==> src/rtl/long_latency_scoreboard.sv <==
// long_latency_scoreboard: decode-stage pending-register scoreboard for variable-latency ops
module long_latency_scoreboard #(
  parameter int MAX_OUTSTANDING = 4,
  parameter int CNT_W = $clog2(MAX_OUTSTANDING + 1)
) (
  input  logic             clk,
  input  logic             rst,
  input  logic             issue_valid_D,
  input  logic             RegWrite_D,
  input  logic             long_D,
  input  logic [4:0]       Rs1_D,
  input  logic [4:0]       Rs2_D,
  input  logic [4:0]       RD_D,
  input  logic             wb_valid_W,
  input  logic [4:0]       RD_LW,
  output logic             StallF,
  output logic             StallD,
  output logic             FlushE,
  output logic [31:0]      busy_o,
  output logic [CNT_W-1:0] outstanding,
  output logic             err_o
);
  logic [31:0] pending, set_mask, clr_mask;
  logic [CNT_W-1:0] count;
  logic err, wb_valid_eff, hit1, hit2, hitd, full, stall, set;
  // a writeback landing this cycle resolves the hazard because the regfile is write-first
  function automatic logic hit(input logic [4:0] r, input logic [31:0] p, input logic wv, input logic [4:0] wr);
    return (r != 5'd0) & p[r] & ~(wv & (wr == r));
  endfunction
  always_comb begin
    wb_valid_eff = wb_valid_W & pending[RD_LW] & (RD_LW != 5'd0);
    hit1 = hit(Rs1_D, pending, wb_valid_W, RD_LW);
    hit2 = hit(Rs2_D, pending, wb_valid_W, RD_LW);
    hitd = RegWrite_D & hit(RD_D, pending, wb_valid_W, RD_LW);
    full = long_D & RegWrite_D & (count == CNT_W'(MAX_OUTSTANDING)) & ~wb_valid_eff;
    stall = ~rst & issue_valid_D & (hit1 | hit2 | hitd | full);
    set = issue_valid_D & ~stall & ~rst & RegWrite_D & long_D & (RD_D != 5'd0);
    set_mask = set ? (32'd1 << RD_D) : 32'd0;
    clr_mask = wb_valid_eff ? (32'd1 << RD_LW) : 32'd0;
  end
  // set is applied after clear so a same-register collision stays pending
  always_ff @(posedge clk) begin
    if (rst) begin
      pending <= '0;
      count <= '0;
      err <= 1'b0;
    end else begin
      pending <= (pending & ~clr_mask) | set_mask;
      count <= (set & ~wb_valid_eff) ? count + 1'b1 : (~set & wb_valid_eff) ? count - 1'b1 : count;
      err <= err | (wb_valid_W & ~wb_valid_eff);
    end
  end
  assign StallD = stall;
  assign StallF = stall;
  assign FlushE = stall;
  assign busy_o = pending;
  assign outstanding = count;
  assign err_o = err;
endmodule
==> config.mk <==
export PLATFORM = sky130hd
export DESIGN_NAME = long_latency_scoreboard
export DESIGN_NICKNAME = d
export VERILOG_FILES = /design/src/rtl/long_latency_scoreboard.sv
export SDC_FILE = /design/constraint.sdc
export NUM_CORES = 1
export LEC_CHECK = 0
export ABC_AREA = 1
export CELL_PAD_IN_SITES_DETAIL_PLACEMENT = 0
export CELL_PAD_IN_SITES_GLOBAL_PLACEMENT = 1
export CORE_UTILIZATION = 32
export CTS_CLUSTER_DIAMETER = 120
export DETAILED_ROUTE_END_ITERATION = 16
export PLACE_DENSITY = 0.77
export REMOVE_ABC_BUFFERS = 1
export SLEW_MARGIN = 20
export SYNTH_ARGS = -nofsm -noshare
export SYNTH_HDL_FRONTEND = slang
export SYNTH_SLANG_ARGS = --single-unit
==> constraint.sdc <==
create_clock -name clk -period 3.1 [get_ports clk]
set_clock_uncertainty 0.2 [all_clocks]
set_input_delay 0.62 -clock clk [delete_from_list [all_inputs] [get_ports clk]]
set_output_delay 0.62 -clock clk [all_outputs]
set_load 0.02 [all_outputs]
==> results.md, run 1 <==
* Least-Margin Pin Slew at 0.4011 ns
* Detailed placement HPWL at 13.04 mm
* Initial antenna violation count at 0
* Via count at between 5k and 6k
* Avg Inst Size Synth at about 5.3 µm²
* FF+latch count, synth at 36
* CTS root buffer: clkbuf_8
* Pin count of the biggest net entering global routing at 35
* Clock sink total at 36
* Antenna cells at 0
* Die footprint at roughly 0.012 mm²
* Clock-pin slew on the worst setup and hold paths at around 0.07 ns
* GPL Wtd Cong at 0.9570
* DR DRC count at 0
* Initial drt markers at 440
* Synth warnings at 0
* Die H at approximately 110 µm
* Synth top area cells: dfxtp_1 20%, nand2_1 18%, nand3_1 18%
* DRT Pass-1 Iters at 5
* Chip Width at between 100 and 150 µm
* GRT Residual Overflow at 0
* Number of cell rows at 38
* Final WL at approximately 17 mm
* Synth unique cells at 29
* Worst slew margin at 0.7326
* Max VDD drop at ~170 µV
* Post-synth top area cell: dfxtp_1
* Initial Util at 0.3286
* Io pins at 65
* Post-CTS Hold Fix Bufs at 0
* Hold slack at slightly above 0.3 ns
* Layout Nets at between 800 and 900
* Clock buffer count from CTS at 5
* FMAX at between 0.3 and 0.4 GHz
* First-pass GRT wire length at around 27 mm
* Endpoint type of the worst setup path: output port
* Outcome: finished, final reports clean
* Power Dens Cells at 247.3 mW/mm²
* Core footprint at ~0.011 mm²
* Filler cells at 1,164
* Min Tclk post-route at between 3 and 4 ns
* CTS tree: done
* Cell count after synthesis at around 670
* MaxCap Viol Count at 0
* DR vias/cell at between 5 and 6
* Clock Latency Late Sink at ~0.30 ns
* Routed len/inst at around 18 µm
* Period Utilization, post-route at 0.9769
* Worst r2r path cells at 20
* Max-slew violation count at 0
* Mapped Area at between 0.003 and 0.004 mm²
* Leakage dissipation at 2.399 nW
* Clock Tree Buf Depth at 2
* Ys flop type: dfxtp_1
* # port buffers at 64
* H-tree depth at 2
* Register area share after synthesis at 0.2023
* Type of origin of the critical path: input port
* Vias in the first global route at ~5.0k
* Post-synth ARST share at 0
* CP Data Required Time at 2.28 ns
* Final setup vio count at 0
* Final setup TNS at 0 ns
* CP Max Fanout at 6
* Most numerous cell in the Yosys netlist: nand2_1
* Fraction of layout cells with a size suffix above 1 at 0.2278
* Commonest cells post-synth: 172 x nand2_1, 126 x nand3_1, 93 x nor2_1
* Post-route antenna net violation count at 0
* GRT Total Usage at 0.3052
* Crit path kind: input port to output port
* Fin. Hold Viols at 0
* Area grow syn2layout at 52.55%
* Arrival @ worst endpoint at ~2.2 ns
* Hold crit path type: register to register
* RSZ-0062 raised after global routing: yes
* EDFF count, synth at 0
* Yosys top cell area share at 0.2023
* Hold Crit Depth at 2
==> flip-flops by register name (all words and copies together), names as in the netlist <==
signal / count
busy_o: 32
err_o: 1
outstanding: 3
==> placed cells by master (no fill, tap or decap), types with 4 or more instances in the layout <==
cell             Yosys  final
nand2_2              2      4
nand4_1              4      4
buf_4                6    106
o21ai_0             38     35
dlymetal6s2s_1       0      4
clkbuf_8             0      6
clkbuf_2             0      7
buf_6                3     15
a21oi_1             39     38
o21ai_1              4      5
inv_2                5      5
nor3_1              18     15
nor4_1               6      6
nand3_2              3      7
dfxtp_1             36     36
nand2_1            172    166
nor2_2               0      5
inv_1               59     54
dlygate4sd2_1        0      5
clkdlybuf4s50_1      0     41
o22ai_1              5      5
nor2_1              93     86
nand3_1            126    119
==> worst paths after layout <==
check	startpoint	to	slack [ns]
setup / recovery	RD_LW[1]	StallF	0.07
hold / removal	busy_o[31]	busy_o[31]	0.30
setup reg to reg	busy_o[4]	outstanding[2]	0.29
hold reg to reg	busy_o[31]	busy_o[31]	0.30
==> per-layer routing <==
layer / routed length (µm) / up-vias / GRT usage
li1: - / 2490 / -
met1: 7026 / 2434 / 0.3907
met2: 7855 / 287 / 0.4858
met3: 1450 / 84 / 0.04419
met4: 1064 / 0 / 0.1771
met5: 0 / - / 0
==> final cells by class <==
| cell class | instances | area [µm²] | area share |
|---|---|---|---|
| clock buffer | 8 | 90.09 | 0.01658 |
| inverter | 69 | 284.0 | 0.05227 |
| multi-input combinational | 520 | 2530 | 0.4656 |
| sequential | 36 | 720.7 | 0.1326 |
| tap | 140 | 175.2 | 0.03224 |
| timing repair buffer | 188 | 1634 | 0.3007 |
==> worst max-delay path, cell delays in order <==
cell and delay, ns:
buf_4 0.12, buf_8 0.14, buf_4 0.14, nand2_4 0.11, nor2_2 0.05, nor2_2 0.15, nand3_1 0.10, nand3_1 0.09
nand3_2 0.13, nand3_4 0.13, nand2_4 0.07, inv_6 0.07, nor2_8 0.04, nor2_4 0.12, buf_6 0.13
==> stage by stage <==
step	power (W)	cells	instance area (µm²)	setup slack [ns]	utilization
3_5_place_dp	0.0009229	936	4975	-0.8821	0.4589
6_report	0.001344	961	5434	0.07172	0.5013
4_1_cts	0.001309	952	5246	0.003032	0.4840
3_3_place_gp	0.0009230	936	4975	-0.9057	0.4589
2_1_floorplan	0.0006631	625	3343	-0.1702	-
5_1_grt	0.001408	961	5434	-0.07517	0.5013
==> kinds of logic (layout without fill, tap and decap cells) <==
group	count (synthesis)	in the layout	share of synthesized area
buffers and inverters	111	265	0.1342
and+or+nand+nor	425	425	0.5167
AOI/OAI and AO/OA	92	92	0.1352
xor gates and xnor gates	1	1	0.002459
adders and majority gates	2	2	0.009132
DFF	36	36	0.2023
==> repair_timing <==
action,4_1_cts,5_1_grt
gates resized for setup,71,65
setup endpoints to repair,6,5
pin swaps,7,17
cloned,1,3
setup buffers,7,8
==> where the power goes <==
part,internal [W],leakage (nW),switching [W]
Combinational,0.000210,2.06,0.000301
Clock,0.000182,0.0455,0.000178
Sequential,0.000468,0.291,0.00000574
Total,0.000859,2.40,0.000485
Power figures use the tool's default switching activity.
==> inputs of run 2 (changes only) <==
CAP_MARGIN = 30   (was not set)
CTS_CLUSTER_DIAMETER = 50   (was 120)
PLACE_DENSITY = not set   (was 0.77)
PLACE_DENSITY_LB_ADDON = 0.1   (was not set)
==> results.md, run 2 (synthesis results as in run 1) <==
* CP Data Required Time at 2.28 ns
* Worst path cell trace: clkdlybuf4s15_2 -> inv_2 -> buf_12 -> nand2_1 -> nand3_1 -> nand3_1 -> nand3_1 -> nand3_2 -> nand3_2 -> nand3_4 -> nor2_8 -> nor2_4 -> buf_6
* Critical path endpoint: StallF
* Routed len/inst at roughly 19 µm
* Place WS at -0.8261 ns
* Slowest-stage cell, CP: clkdlybuf4s15_2
* DR DRC count at 0
* Power Dens Cells at about 250 mW/mm²
* CP startpoint: Rs1_D[0]
* Detailed placement HPWL at between 10 and 15 mm
* Pin count of the biggest net entering global routing at 35
* Max-slew violation count at 0
* Layout Nets at 842
* Crit path largest cell delay at approximately 0.25 ns
* FF-to-FF Start: busy_o[19]
* Die H at about 110 µm
* First-pass GRT wire length at 27.08 mm
* Worst slew margin at 0.6384
* MaxCap Viol Count at 0
* Leakage dissipation at 2.372 nW
* Commonest cells after routing, fill and taps aside: 163 x nand2_1, 117 x nand3_1, 99 x buf_4
* Fraction of layout cells with a size suffix above 1 at 0.2297
* Post-route antenna net violation count at 0
* Final setup vio count at 0
* Post-route cell area at about 0.0054 mm²
* Arrival @ worst endpoint at around 2.2 ns
* DRT Pass-1 Iters at 5
* Die footprint at 0.01156 mm²
* Most Frequent Cell on Critical Path: nand3_1
* Initial antenna violation count at 0
* Critical path's top delay family: simple AND/OR/NAND/NOR gates
* FMAX at around 0.34 GHz
* H-tree depth at 2
* Type of origin of the critical path: input port
* Initial Util at 0.3286
* Fin. Hold Viols at 0
* Final WL at about 18 mm
* Area grow syn2layout at 52.30%
* Clock-pin slew on the worst setup and hold paths at around 0.08 ns
* Final core utilization at 0.5005
* Antenna cells at 0
* Largest register FFs at 32
* DR vias/cell at about 5.4
* Placed Cells at between 900 and 1k
* Max VDD drop at a little under 200 µV
* CTS root buffer: clkbuf_8
* CP Max Fanout at 11
* Clock sink total at 36
* Core footprint at approximately 0.011 mm²
* R2r endpoint: outstanding[2]
* CTS tree: done
* Endpoint type of the worst setup path: output port
* Final WS setup at between 0.1 and 0.15 ns
* Clock Latency Late Sink at 0.30 ns
* Crit path kind: input port to output port
* GRT Total Usage at 0.3129
* Clock Tree Buf Depth at 2
* Commonest non-fill, non-tap cell in the layout: nand2_1
* Least-Margin Pin Slew at 0.5383 ns
* Clock buffer count from CTS at 5
* Initial drt markers at roughly 380
* Outcome: finished, final reports clean
* Vias in the first global route at 4,867
* R2R Setup Slk at about 0.34 ns
* GRT Residual Overflow at 0
* Min Tclk post-route at roughly 3.0 ns
* Chip Width at ~110 µm
* Critical path buffers and inverters at 4
* Cell area after placement at between 0.005 and 0.006 mm²
* Io pins at 65
* GPL Wtd Cong at roughly 0.99
* Number of cell rows at 38
* Period Utilization, post-route at 0.9615
* Via count at roughly 5.1k
* Critical path depth at 13
* Hold crit path type: register to register
* # port buffers at 64
* Final cell count without fillers at approximately 950
* Worst r2r path cells at 20
-- run 2: worst reg2reg max path: cells and delay by family (launching register included) --
kind	cells	cell delay (ns)
buffers and inverters	3	0.32
AO/OA/AOI/OAI	4	0.38
flip-flops	1	0.33
AND/OR/NAND/NOR	11	0.88
adder cells (fa/ha/maj)	2	0.55
-- run 2: where the power goes --
group          leakage, nW  internal [W]  switching, W
Combinational         2.03      0.000205      0.000298
Sequential           0.291      0.000468    0.00000595
Clock               0.0503      0.000198      0.000182
Total                 2.37      0.000871      0.000487
-- run 2: timing repair --
action                                  4_1_cts  5_1_grt
cloned                                        2        1
endpoints found under the setup margin        6        5
hold buffers                                  0        0
gates resized for setup                      84       44
pin swaps                                    11       21
buffers inserted                              8        2
-- run 2: worst min path at each step --
stage	startpoint	endpoint	slack, ns	depth (start not counted)
floorplan	busy_o[0]	busy_o[0]	0.35	2
global placement	err_o	err_o	0.25	2
detailed placement	err_o	err_o	0.26	2
CTS	err_o	err_o	0.28	2
global route	err_o	err_o	0.31	2
finish	err_o	err_o	0.28	2
-- run 2: cell type report --
class / instances / area, µm²
Multi-Input combinational cell: 520 / 2547
Clock buffer: 7 / 96.34
Fill cell: 1186 / 5415
Timing Repair Buffer: 182 / 1612
Tap cell: 140 / 175.2
Sequential cell: 36 / 720.7
Inverter: 69 / 274.0
-- run 2: through the flow --
step	power [W]	TNS (ns)	hold WS, ns
floorplan	0.0006631	-0.5107	0.3504
global placement	0.0009306	-7.696	0.2512
detailed placement	0.0009309	-9.438	0.2624
CTS	0.001344	0	0.2827
global route	0.001424	-0.01463	0.3107
finish	0.001358	0	0.2834
-- run 2: per-layer routing --
layer  global-route usage  part of all wire  up-vias
met5                    0                 0        -
met4               0.1409             0.046        0
met3              0.04116             0.062       52
met2               0.5119              0.46      230
met1               0.4070              0.43     2375
li1                     -                 -     2474
==> inputs of run 3 (changes only) <==
SLEW_MARGIN = not set   (was 20)
==> results of run 3 <==
Final layout, timing and power as in run 2 (identical DEF).
